$ cat config.mk
export PLATFORM = sky130hd
export DESIGN_NAME = apple2_paddle_timer
export DESIGN_NICKNAME = d
export VERILOG_FILES = /design/src/rtl/apple2_paddle_timer.sv
export SDC_FILE = /design/constraint.sdc
export NUM_CORES = 1
export LEC_CHECK = 0
export CORE_MARGIN = 1.5
export CORE_UTILIZATION = 48
export CTS_CLUSTER_DIAMETER = 30
export CTS_CLUSTER_SIZE = 28
export DETAILED_ROUTE_END_ITERATION = 8
export GPL_ROUTABILITY_DRIVEN = 0
export PLACE_DENSITY = 0.66
export SYNTH_ARGS = -nofsm -noshare
export SYNTH_HDL_FRONTEND = slang
export SYNTH_SLANG_ARGS = --single-unit
$ cat constraint.sdc
create_clock -name CLK_14M -period 7.1 [get_ports CLK_14M]
set_input_delay 1.42 -clock CLK_14M [delete_from_list [all_inputs] [get_ports CLK_14M]]
set_output_delay 1.42 -clock CLK_14M [all_outputs]
set_load 0.05 [all_outputs]
$ cat src/rtl/apple2_paddle_timer.sv
// Multi-channel Apple II paddle (558-style) one-shot timer. Each strobe loads a
// per-channel countdown derived from a signed joystick position, counted in CLK_2M ticks.
module apple2_paddle_timer #(
  parameter int                NUM_CH      = 4,
  parameter int                CNT_W       = 13,
  parameter int                CENTER      = 2800,
  parameter int                GAIN        = 22,
  parameter int                CLAMP_HI    = 5590,
  parameter int                MAX_CNT     = 5650,
  parameter logic [NUM_CH-1:0] INVERT_MASK = '0
) (
  input  logic                CLK_14M,
  input  logic                reset,
  input  logic                CLK_2M,
  input  logic                pdl_strobe,
  input  logic [NUM_CH*8-1:0] pdl_an,
  input  logic [NUM_CH-1:0]   ch_en,
  output logic [NUM_CH-1:0]   pdl_out,
  output logic                busy
);

  typedef enum logic {CH_IDLE, CH_RUN} ch_state_t;

  localparam logic [CNT_W-1:0] MAX_V = CNT_W'(MAX_CNT);

  logic              clk2m_d_reg;
  logic              strobe_pending_reg;
  logic              tick;
  logic              eff_strobe;
  logic [NUM_CH-1:0] pdl_out_reg;
  logic [NUM_CH-1:0] pdl_out_next;
  logic              busy_reg;

  assign tick       = CLK_2M & ~clk2m_d_reg;
  // A strobe arriving in the same cycle as a tick is consumed by that tick.
  assign eff_strobe = strobe_pending_reg | pdl_strobe;

  generate
    for (genvar gi = 0; gi < NUM_CH; gi++) begin : g_ch
      logic signed [31:0] pos;
      logic signed [31:0] raw;
      logic [CNT_W-1:0]   load_val;
      logic [CNT_W-1:0]   cnt_reg;
      logic [CNT_W-1:0]   cnt_next;
      logic               out_next;
      ch_state_t          state;

      // Inversion uses -1-p so the asymmetric range maps -128 onto +127.
      always_comb begin
        pos = {{24{pdl_an[8*gi+7]}}, pdl_an[8*gi +: 8]};
        if (INVERT_MASK[gi]) begin
          pos = -32'sd1 - pos;
        end
        raw = CENTER + GAIN * pos;
        if (raw < 0) begin
          load_val = '0;
        end else if (raw >= CLAMP_HI) begin
          load_val = MAX_V;
        end else begin
          load_val = raw[CNT_W-1:0];
        end
      end

      assign state = (cnt_reg != '0) ? CH_RUN : CH_IDLE;

      always_comb begin
        cnt_next = cnt_reg;
        out_next = pdl_out_reg[gi];
        if (tick) begin
          out_next = (state == CH_RUN) & ch_en[gi];
          if (!ch_en[gi]) begin
            cnt_next = '0;
          end else if (eff_strobe) begin
            cnt_next = load_val;
          end else if (state == CH_RUN) begin
            cnt_next = cnt_reg - CNT_W'(1);
          end
        end
      end

      assign pdl_out_next[gi] = out_next;

      always_ff @(posedge CLK_14M) begin
        if (reset) begin
          cnt_reg <= '0;
        end else begin
          cnt_reg <= cnt_next;
        end
      end
    end
  endgenerate

  always_ff @(posedge CLK_14M) begin
    if (reset) begin
      clk2m_d_reg        <= 1'b0;
      strobe_pending_reg <= 1'b0;
      pdl_out_reg        <= '0;
      busy_reg           <= 1'b0;
    end else begin
      clk2m_d_reg        <= CLK_2M;
      strobe_pending_reg <= tick ? 1'b0 : (strobe_pending_reg | pdl_strobe);
      pdl_out_reg        <= pdl_out_next;
      busy_reg           <= |pdl_out_next;
    end
  end

  assign pdl_out = pdl_out_reg;
  assign busy    = busy_reg;

endmodule

### After elaboration in Yosys (flattened, before gate mapping)

Index checks and enable logic that the tools add are counted.

* $add $sub $neg: 8
* $mul: 4
* order comparisons: 8
* equality and inequality tests: 4
* mux-type cells: 28
* bitwise operators: 7
* reduce and logical (&&, ||, !) cells: 10

Operators by type and width (number)
* 13-bit two-way mux: 20
* 13-bit by 14-bit adder with 15-bit output (first input constant): 4
* 15-bit by 14-bit greater-or-equal comparator with 1-bit output (second input constant): 4
* 15-bit by 1-bit < comparator with 1-bit output (second input constant): 4
* 5-bit by 8-bit multiplier with 13-bit output (first input constant): 4
* 13-bit nonzero test: 4
* 13-bit by 1-bit subtractor with 13-bit output (second input constant): 4
* 3-bit by 1-bit inequality test with 1-bit output (second input constant): 4
* 1-bit two-way mux: 8
* 2-bit AND reduction: 4
* 1-bit AND: 5
* 4-bit OR reduction: 1
* 2-bit OR reduction: 1
* 1-bit inverter: 1
* 1-bit bitwise OR: 1

* bits in registers: 59
* input bits: 40
* output and inout port bits: 5
* word-level logic and storage cells: 77

### Logic depth before layout (Yosys ltp)

Gate-level depths: netlist of the first run.

* depth in word-level cells: 7
* gate-level depth with buffers: 15
* mapped depth without buffers: 15

### Least setup slack after synthesis of the first run

Ideal clock, no wire load.

* path type: input-to-reg
* start: input pdl_an[20]
* end: register g_ch[2].cnt_reg[4]
* library setup time: 0.120 ns
* arrival: 4.792 ns
* data required time: 6.980 ns
* slack: 2.188 ns
* stages on the path: 12
* buffers on the path: 0
* path through: ha_1 fa_1 ha_1 or3_4 or2_0 o22a_2 xor2_1 o31ai_1 or4_4 a211oi_4 nor3_2 o31a_1

* longest elaborated chain between the ends: 7
* elaborated cells between the ends (all ways): 8
* those cells by class: 1 x add/sub; 1 x mul; 2 x order compare; 4 x mux

RTL lines
* start, declared: RTL line 16 `input logic [NUM_CH*8-1:0] pdl_an,`
* 5-bit by 8-bit multiplier with 13-bit output (*): RTL line 54 `raw = CENTER + GAIN * pos;`
* 13-bit by 14-bit adder with 15-bit output (*): RTL line 54
* 15-bit by 14-bit greater-or-equal comparator with 1-bit output: RTL line 57 `end else if (raw >= CLAMP_HI) begin`
* 13-bit two-way mux: RTL line 57
* 13-bit two-way mux (*): RTL line 55 `if (raw < 0) begin`
* 13-bit two-way mux (*): RTL line 73 `end else if (eff_strobe) begin`
* 13-bit two-way mux (*): RTL line 71 `if (!ch_en[gi]) begin`
* end signal, assigned: RTL line 87 `cnt_reg <= cnt_next;`
* end, declared: RTL line 43 `logic [CNT_W-1:0] cnt_reg;`

Every way passes the cells marked *; elsewhere a longest branch is shown, timed or not.
A chain may end at the register's enable or synchronous reset.

### Worst setup path after layout of the first run

* start: input pdl_an[1]
* end: register g_ch[0].cnt_reg[8]

* longest elaborated chain between the ends: 7
* elaborated cells between the ends (all ways): 8
* those cells by class: 1 x add/sub; 1 x mul; 2 x order compare; 4 x mux

RTL lines (RTL line)
* 5-bit by 8-bit multiplier with 13-bit output (*): 54
* 13-bit by 14-bit adder with 15-bit output (*): 54
* 15-bit by 14-bit greater-or-equal comparator with 1-bit output: 57
* 13-bit two-way mux: 57
* 13-bit two-way mux (*): 55
* 13-bit two-way mux (*): 73
* 13-bit two-way mux (*): 71
* end signal, assigned: 87
* end, declared: 43

Marks and branches as above.

==> results by group, run 1 <==
Logic synthesis
  – Cell count after synthesis: approximately 1100
  – Share of synthesized area occupied by flip-flops and latches: 14.3%
  – Synthesis-stage register bit count: 59
  – Mean instance size in the synthesized netlist: 7.45 sq um
  – Most instantiated flip-flop cell in the synthesis netlist: sky130_fd_sc_hd__dfxtp_1
  – Combined area of all synthesized cells: 8260 sq um
  – Number of enable-type register cells in the synthesized netlist: 0
  – Syn nets: ~1300
  – Distinct cell type count of the synthesized netlist: 90
  – Count of warnings emitted by yosys: 0
  – Async set-or-reset flop fraction in the synthesized netlist: 0%

STA
  – Normalized max-slew margin: 48.9%
  – Maximum frequency from static timing analysis: 0.177 GHz
  – Unrepaired setup endpoints after global routing: no
  – Sum of negative setup slack: 0 ps
  – Setup WS post-layout: 1440 ps
  – Final worst-path cycle share: between 70% and 80%
  – Setup skew after layout: between 8 and 9 ps
  – Pin slew with the least headroom to its limit: ~770 ps
  – Final setup viols: 0
  – Minimum clock period: about 5700 ps
  – Slew Viols, Final: 0
  – Number of hold-slack violations in the final timing report: 0

Critical path
  – Critical Path RT: between 7000 and 8000 ps
  – Critical path buffer and inverter count: 3
  – Cell class contributing the biggest share of worst-path delay: compound AO/OA/AOI/OAI gates
  – Startpoint Class: primary input
  – Highest net fanout along the worst path: 10
  – Element type at the critical path end: flop
  – Category of the critical setup timing path: primary input to flop
  – Worst Path Arrival: 5870 ps
  – Crit path cell chain: clkdlybuf4s50_1, ha_1, inv_1, fa_1, inv_1, ha_1, nor2b_1, o211ai_1, a2bb2oi_1, a31oi_1, o221ai_1, nor4b_1, o31a_1, or3_1, a22o_1
  – Slowest stage cell, crit path: sky130_fd_sc_hd__o221ai_1
  – Longest individual stage delay on the worst path: 600 ps

Power
  – Portion of total power attributed to sequential cells: about 17%
  – Cell-internal power: 0.00127 W
  – VDD IR-drop max: 117 uV
  – Static power due to leakage: 3.75 nW
  – Clock network power share: 19.9%
  – Switching share of power: roughly 47%
  – Switching Power: ~0.0011 W
  – Gate power share: between 60% and 70%
  – Power density relative to cell area: 260 nW/um^2

Detailed routing
  – Number of violations reported at the end of detailed-routing iteration 0: between 500 and 600
  – Mean number of vias per cell: around 5.9
  – DR WL/cell: approximately 15 um
  – First-pass DRT Iterations: 5
  – Total Routed Length: 19900 um
  – Number of remaining DRC errors: 0
  – Count of nets left with antenna violations after detail routing: 0
  – Via count: between 8000 and 9000

GRT
  – Vias in the first global route: 7418
  – Global-route usage over all layers: 22.5%
  – Pin count of the biggest net entering global routing: 37
  – Gr ovfl total: 0
  – Wire length of the first global-routing pass: 34400 um
  – Number of antenna violations at the first check in global routing: 0

Floorplan
  – Number of top-level pins: 45
  – DIE HEIGHT: about 130 um
  – Horizontal die dimension: 134 um
  – Core region area: roughly 17000 sq um
  – Die Area: 18000 sq um
  – Number of rows created at floorplan: between 40 and 50
  – Initial Utilization: between 40% and 50%

Finish
  – Area added between synthesis and finish: 11.4%
  – Final cell utilization of the core: 55.1%
  – Number of flip-flops under the largest register name: 52
  – N_diodes: 0
  – Number of standard cells in the layout, taps in and fillers out: around 1400
  – Share of layout cells above drive strength 1: under 10%
  – Final standard cell area without fillers: 9200 sq um
  – Post-layout nets: between 1000 and 1500

Clocking
  – Post CTS Setup Buffer Count: 0
  – Clock latency on the worst-skew pair: around 330 ps
  – Hold Buf Count CTS: 0
  – H-tree depth: 3
  – TritonCTS clock tree: done
  – Post-CTS clock slew at the launch and capture registers of the worst setup and hold paths: around 60 ps
  – Cell at the root of the clock tree: sky130_fd_sc_hd__clkbuf_16
  – Clock sinks: approximately 60
  – Number of buffers on the longest clock path: 2
  – Cells resized by post-CTS repair: 0
  – CTS Buf Count: 9

Status
  – Status: finished, final reports clean

Worst hold path
  – HP Class: flop to flop

Run
  – Max-cap viol count: 0

Placement
  – Number of placed instances, taps included: roughly 1300
  – Number of buffer cells added on primary ports: 44
  – Placed wire-length estimate after detailed placement: 15200 um
  – Worst slack at placement: around 1200 ps
  – Placed standard-cell area: 8880 sq um
metal layers:
layer	track usage, %	vias up	part of all wire (%)
met3	2.38	12	3.9
met4	4.12	0	0.72
met2	38.2	154	46
met1	31.0	3744	49
met5	0	-	0
li1	-	4163	-
worst paths after layout:
check,slack (ps),startpoint,endpoint,depth (start not counted)
min,480,g_ch[2].cnt_reg[12]$_SDFFE_PP0P_,g_ch[2].cnt_reg[12]$_SDFFE_PP0P_,2
min reg2reg,480,g_ch[2].cnt_reg[12]$_SDFFE_PP0P_,g_ch[2].cnt_reg[12]$_SDFFE_PP0P_,2
max,1440,pdl_an[1],g_ch[0].cnt_reg[8]$_SDFFE_PP0P_,15
max reg2reg,3760,g_ch[2].cnt_reg[0]$_SDFFE_PP0P_,g_ch[2].cnt_reg[9]$_SDFFE_PP0P_,11
kinds of logic after synthesis:
group	Yosys count	synth area share [%]
buffers and inverters	135	6.41
and+or+nand+nor	357	22.6
xor gates and xnor gates	67	7.36
DFF	59	14.3
AOI/OAI and AO/OA	371	29.8
muxes	10	1.27
adders and majority gates	109	18.3
Yosys cell counts (all sizes together), types with 19 or more instances:
cell | n | share of area (%)
nand3 | 29 | 1.8
or3 | 19 | 1.5
inv | 102 | 4.6
dfxtp | 59 | 14
fa | 20 | 4.8
ha | 89 | 13
xor2 | 24 | 2.5
a21oi | 103 | 6.3
nor2 | 83 | 3.8
nor3 | 36 | 2.3
nand2b | 20 | 1.5
o21ai | 83 | 5.1
clkbuf | 27 | 1.5
nand2 | 71 | 3.2
xnor2 | 42 | 4.5
worst min-delay path, stage by stage (launching register included):
cell	delay (ps)
sky130_fd_sc_hd__dfxtp_1	310
sky130_fd_sc_hd__o21ai_0	60
sky130_fd_sc_hd__a21oi_1	60
per-stage QoR:
stage	power [W]	hold slack, ps
finish	0.00239	477
global route	0.00261	526
CTS	0.00239	482
detailed placement	0.00190	474
global placement	0.00189	476
floorplan	0.00159	454
power by group through the flow:
| stage | registers, W | clock network (W) | logic, W |
|---|---|---|---|
| finish | 0.000405 | 0.000477 | 0.00151 |
| global route | 0.000410 | 0.000497 | 0.00171 |
| CTS | 0.000403 | 0.000482 | 0.00150 |
| global placement | 0.000410 | 0 | 0.00148 |
| floorplan | 0.000411 | 0 | 0.00118 |
| detailed placement | 0.000410 | 0 | 0.00149 |
cell type report:
class,count,area (sq um)
Inverter,102,383
Multi-Input combinational cell,914,6560
Tap cell,220,275
Clock inverter,7,101
Clock buffer,9,225
Fill cell,1628,7500
Sequential cell,59,1180
Timing Repair Buffer,50,480
cells in the final DEF, fill, tap and decap left out, drive strengths merged, types with 7 or more instances in the layout:
cell           netlist  final
o311ai               7      7
inv                102    103
or3                 19     19
nor2b               11     11
xnor2               42     42
buf                  6      7
or4                  8      8
fa                  20     20
o31ai                8      8
a21o                13     13
nand2b              20     20
nor2                83     83
clkbuf              27      9
a22oi               13     13
o21ai               83     83
nor4                17     17
nand2               71     71
and3                10     10
a211oi              11     11
and2                 8      8
dfxtp               59     59
nand4                8      8
ha                  89     89
o22ai               16     16
xor2                24     24
a221oi               9      9
a31oi               15     15
nor3                36     36
nand3               29     29
clkdlybuf4s50        0     43
o21a                10     10
a21oi              103    103
o211ai              13     13
or2                  9      9
Power figures use the tool's default switching activity.
==> run 2: changes to the inputs <==
--- a/config.mk
+++ b/config.mk
@@ -11,7 +11,7 @@
 export CTS_CLUSTER_SIZE = 28
 export DETAILED_ROUTE_END_ITERATION = 8
 export GPL_ROUTABILITY_DRIVEN = 0
-export PLACE_DENSITY = 0.66
+export PLACE_DENSITY = 0.69
 export SYNTH_ARGS = -nofsm -noshare
 export SYNTH_HDL_FRONTEND = slang
 export SYNTH_SLANG_ARGS = --single-unit
==> constraint.sdc (replaced) <==
create_clock -name CLK_14M -period 4.65 [get_ports CLK_14M]
set_input_delay 0.93 -clock CLK_14M [delete_from_list [all_inputs] [get_ports CLK_14M]]
set_output_delay 0.93 -clock CLK_14M [all_outputs]
set_load 0.05 [all_outputs]
==> results by group, run 2 (synthesis results as in run 1) <==
Run
  – Max-cap viol count: 0 (unchanged)

STA
  – Minimum clock period: around 4600 ps
  – Slew Viols, Final: 0 (unchanged)
  – Pin slew with the least headroom to its limit: 944 ps (was 767 ps)
  – Setup skew after layout: 5.96 ps (was 8.55 ps)
  – Number of hold-slack violations in the final timing report: 0 (unchanged)
  – Normalized max-slew margin: 37.1% (was 48.9%)
  – Final setup viols: 0 (unchanged)
  – Maximum frequency from static timing analysis: between 0.2 and 0.25 GHz
  – Final worst-path cycle share: ~100%

Critical path
  – Critical path buffer and inverter count: 3 (unchanged)
  – Highest net fanout along the worst path: 9 (was 10)
  – Category of the critical setup timing path: primary input to flop (unchanged)
  – Cell class contributing the biggest share of worst-path delay: compound AO/OA/AOI/OAI gates (unchanged)
  – Startpoint Class: primary input (unchanged)
  – Worst Path Arrival: 4880 ps (was 5870 ps)
  – Longest individual stage delay on the worst path: 490 ps (was 600 ps)
  – Slowest stage cell, crit path: sky130_fd_sc_hd__fa_1 (was sky130_fd_sc_hd__o221ai_1)
  – Element type at the critical path end: flop (unchanged)
  – Crit path cell chain: clkdlybuf4s50_1, ha_1, ha_1, inv_1, fa_1, nor2b_1, o211ai_1, buf_4, a21bo_2, a21oi_1, or3_4, nor4b_4, o31a_1, or3_4, a31o_2 (was clkdlybuf4s50_1, ha_1, inv_1, fa_1, inv_1, ha_1, nor2b_1, o211ai_1, a2bb2oi_1, a31oi_1, o221ai_1, nor4b_1, o31a_1, or3_1, a22o_1)
  – Reg2Reg Depth: 10 (was 11)
  – Count of cell instances traversed by the critical path: 15 (unchanged)
  – Critical Path RT: 4890 ps (was 7310 ps)

Clocking
  – Post-CTS clock slew at the launch and capture registers of the worst setup and hold paths: 50 ps (was 60 ps)
  – Number of buffers on the longest clock path: 2 (unchanged)
  – CTS Buf Count: 9 (unchanged)
  – TritonCTS clock tree: done (unchanged)
  – Clock sinks: 59 (unchanged)
  – Clock latency on the worst-skew pair: 340 ps (was 330 ps)
  – H-tree depth: 3 (unchanged)
  – Hold Buf Count CTS: 0 (unchanged)
  – Cell at the root of the clock tree: sky130_fd_sc_hd__clkbuf_16 (unchanged)

GRT
  – Wire length of the first global-routing pass: 36800 um (was 34400 um)
  – Vias in the first global route: 8486 (was 7418)
  – Gr ovfl total: 0 (unchanged)
  – Global-route usage over all layers: 24.1% (was 22.5%)
  – Pin count of the biggest net entering global routing: 52 (was 37)
  – Number of antenna violations at the first check in global routing: 1 (was 0)

Detailed routing
  – Number of remaining DRC errors: 0 (unchanged)
  – DR WL/cell: 14.3 um (was 14.6 um)
  – Total Routed Length: 22400 um (was 19900 um)
  – First-pass DRT Iterations: 5 (unchanged)
  – Mean number of vias per cell: 5.73 (was 5.93)
  – Number of violations reported at the end of detailed-routing iteration 0: 526 (was 520)
  – Count of nets left with antenna violations after detail routing: 0 (unchanged)
  – Via count: 8967 (was 8073)

Placement
  – Placed wire-length estimate after detailed placement: 16700 um (was 15200 um)
  – Placed standard-cell area: 10300 sq um (was 8880 sq um)
  – Number of placed instances, taps included: 1535 (was 1345)
  – Number of buffer cells added on primary ports: 44 (unchanged)

Finish
  – Share of layout cells above drive strength 1: 24.6% (was 5.43%)
  – Number of standard cells in the layout, taps in and fillers out: 1564 (was 1361)
  – Final standard cell area without fillers: 11200 sq um (was 9200 sq um)
  – Area added between synthesis and finish: 35.7% (was 11.4%)
  – Most used cells in the layout excluding fill and tap cells: sky130_fd_sc_hd__buf_4 (208), sky130_fd_sc_hd__inv_1 (102), sky130_fd_sc_hd__a21oi_1 (93), sky130_fd_sc_hd__ha_1 (80), sky130_fd_sc_hd__nor2_1 (78) (was sky130_fd_sc_hd__inv_1 (102), sky130_fd_sc_hd__a21oi_1 (102), sky130_fd_sc_hd__ha_1 (89), sky130_fd_sc_hd__nor2_1 (82), sky130_fd_sc_hd__o21ai_0 (80))
  – N_diodes: 0 (unchanged)
  – Number of filler instances in the final layout: 1439 (was 1628)
  – Final cell utilization of the core: 67.1% (was 55.1%)
  – Most common cell after layout, fill and taps aside: sky130_fd_sc_hd__buf_4
  – Number of flip-flops under the largest register name: 52 (unchanged)
  – Post-layout nets: 1488 (was 1285)

Worst hold path
  – Number of cells on the worst hold path: 1 (was 2)
  – HP Class: flop to flop (unchanged)

Power
  – Final total power: 0.00463 W (was 0.00239 W)
  – Power density relative to cell area: 413 nW/um^2 (was 260 nW/um^2)
  – Static power due to leakage: 4.92 nW (was 3.75 nW)
  – VDD IR-drop max: 188 uV (was 117 uV)

Floorplan
  – Initial Utilization: 49.5% (unchanged)
  – Number of top-level pins: 45 (unchanged)
  – Horizontal die dimension: 134 um (unchanged)
  – Core region area: 16700 sq um (unchanged)
  – Die Area: 18000 sq um (unchanged)
  – DIE HEIGHT: 134 um (unchanged)
  – Number of rows created at floorplan: 47 (unchanged)

Status
  – Status: finished, final reports clean (unchanged)
## run 2: cell count changes in the layout (fill, tap and decap cells not counted), moves of 6 or more
cell / previous run / this run
sky130_fd_sc_hd__ha_1: 89 / 80
sky130_fd_sc_hd__ha_4: 0 / 7
sky130_fd_sc_hd__xor2_1: 24 / 18
sky130_fd_sc_hd__a21oi_1: 102 / 93
sky130_fd_sc_hd__clkdlybuf4s50_1: 43 / 30
sky130_fd_sc_hd__buf_4: 6 / 208
sky130_fd_sc_hd__dlymetal6s2s_1: 0 / 13
sky130_fd_sc_hd__a21oi_2: 1 / 8
## run 2: layer usage
metal	vias to the layer above	routed length, um	track usage (%)
li1	4546	-	-
met1	4185	10100	29.6
met2	200	11100	43.4
met3	34	793	3.06
met4	2	392	8.18
met5	-	13	0
## run 2: area by class of cell
| type | count | area, sq um | share of cell area, % |
|---|---|---|---|
| multi-input cells | 914 | 7030 | 62.7 |
| repair buffers | 253 | 2040 | 18.2 |
| flip-flops and latches | 59 | 1180 | 10.5 |
| inverters | 102 | 383 | 3.42 |
| well taps | 220 | 275 | 2.46 |
| clock buffers | 11 | 243 | 2.17 |
| clock inverters | 5 | 52.6 | 0.469 |
## run 2: worst paths after layout
kind                                   start                                to  slack (ps)
max                                pdl_an[0]  g_ch[0].cnt_reg[11]$_SDFFE_PP0P_           4
min          g_ch[1].cnt_reg[1]$_SDFFE_PP0P_   g_ch[1].cnt_reg[1]$_SDFFE_PP0P_         490
max reg2reg  g_ch[1].cnt_reg[0]$_SDFFE_PP0P_  g_ch[1].cnt_reg[12]$_SDFFE_PP0P_        1320
min reg2reg  g_ch[1].cnt_reg[1]$_SDFFE_PP0P_   g_ch[1].cnt_reg[1]$_SDFFE_PP0P_         490
## run 2: timing repair
item                                    CTS  global route
setup buffers                             4             9
endpoints found under the setup margin   33            44
resized for setup                        16            81
pin swaps                                 8            23
## run 2: worst reg2reg max path, stage by stage, from the launching register on
cell and delay (ps):
sky130_fd_sc_hd__dfxtp_1 330, sky130_fd_sc_hd__inv_1 70, sky130_fd_sc_hd__ha_1 180, sky130_fd_sc_hd__nor2b_1 260, sky130_fd_sc_hd__nand2_1 140, sky130_fd_sc_hd__nor3_1 660, sky130_fd_sc_hd__nand3b_1 310, sky130_fd_sc_hd__o21ai_0 580
sky130_fd_sc_hd__nor2_1 210, sky130_fd_sc_hd__o21a_1 250, sky130_fd_sc_hd__a32o_1 240
## run 2: through the flow
step,TNS [ps],setup WS (ps),hold WS (ps)
3_5_place_dp,-16430,-446,475
5_1_grt,-1050,-123,512
6_report,0,3.86,490
4_1_cts,0,4.37,487
3_3_place_gp,-13630,-406,470
2_1_floorplan,0,228,454
## run 2: report_power, final
group	leakage (nW)	internal (W)	switching (W)
registers	0.480	0.000558	0.0000590
clock network	0.145	0.000426	0.000247
logic	4.30	0.00165	0.00169
total	4.92	0.00264	0.00200
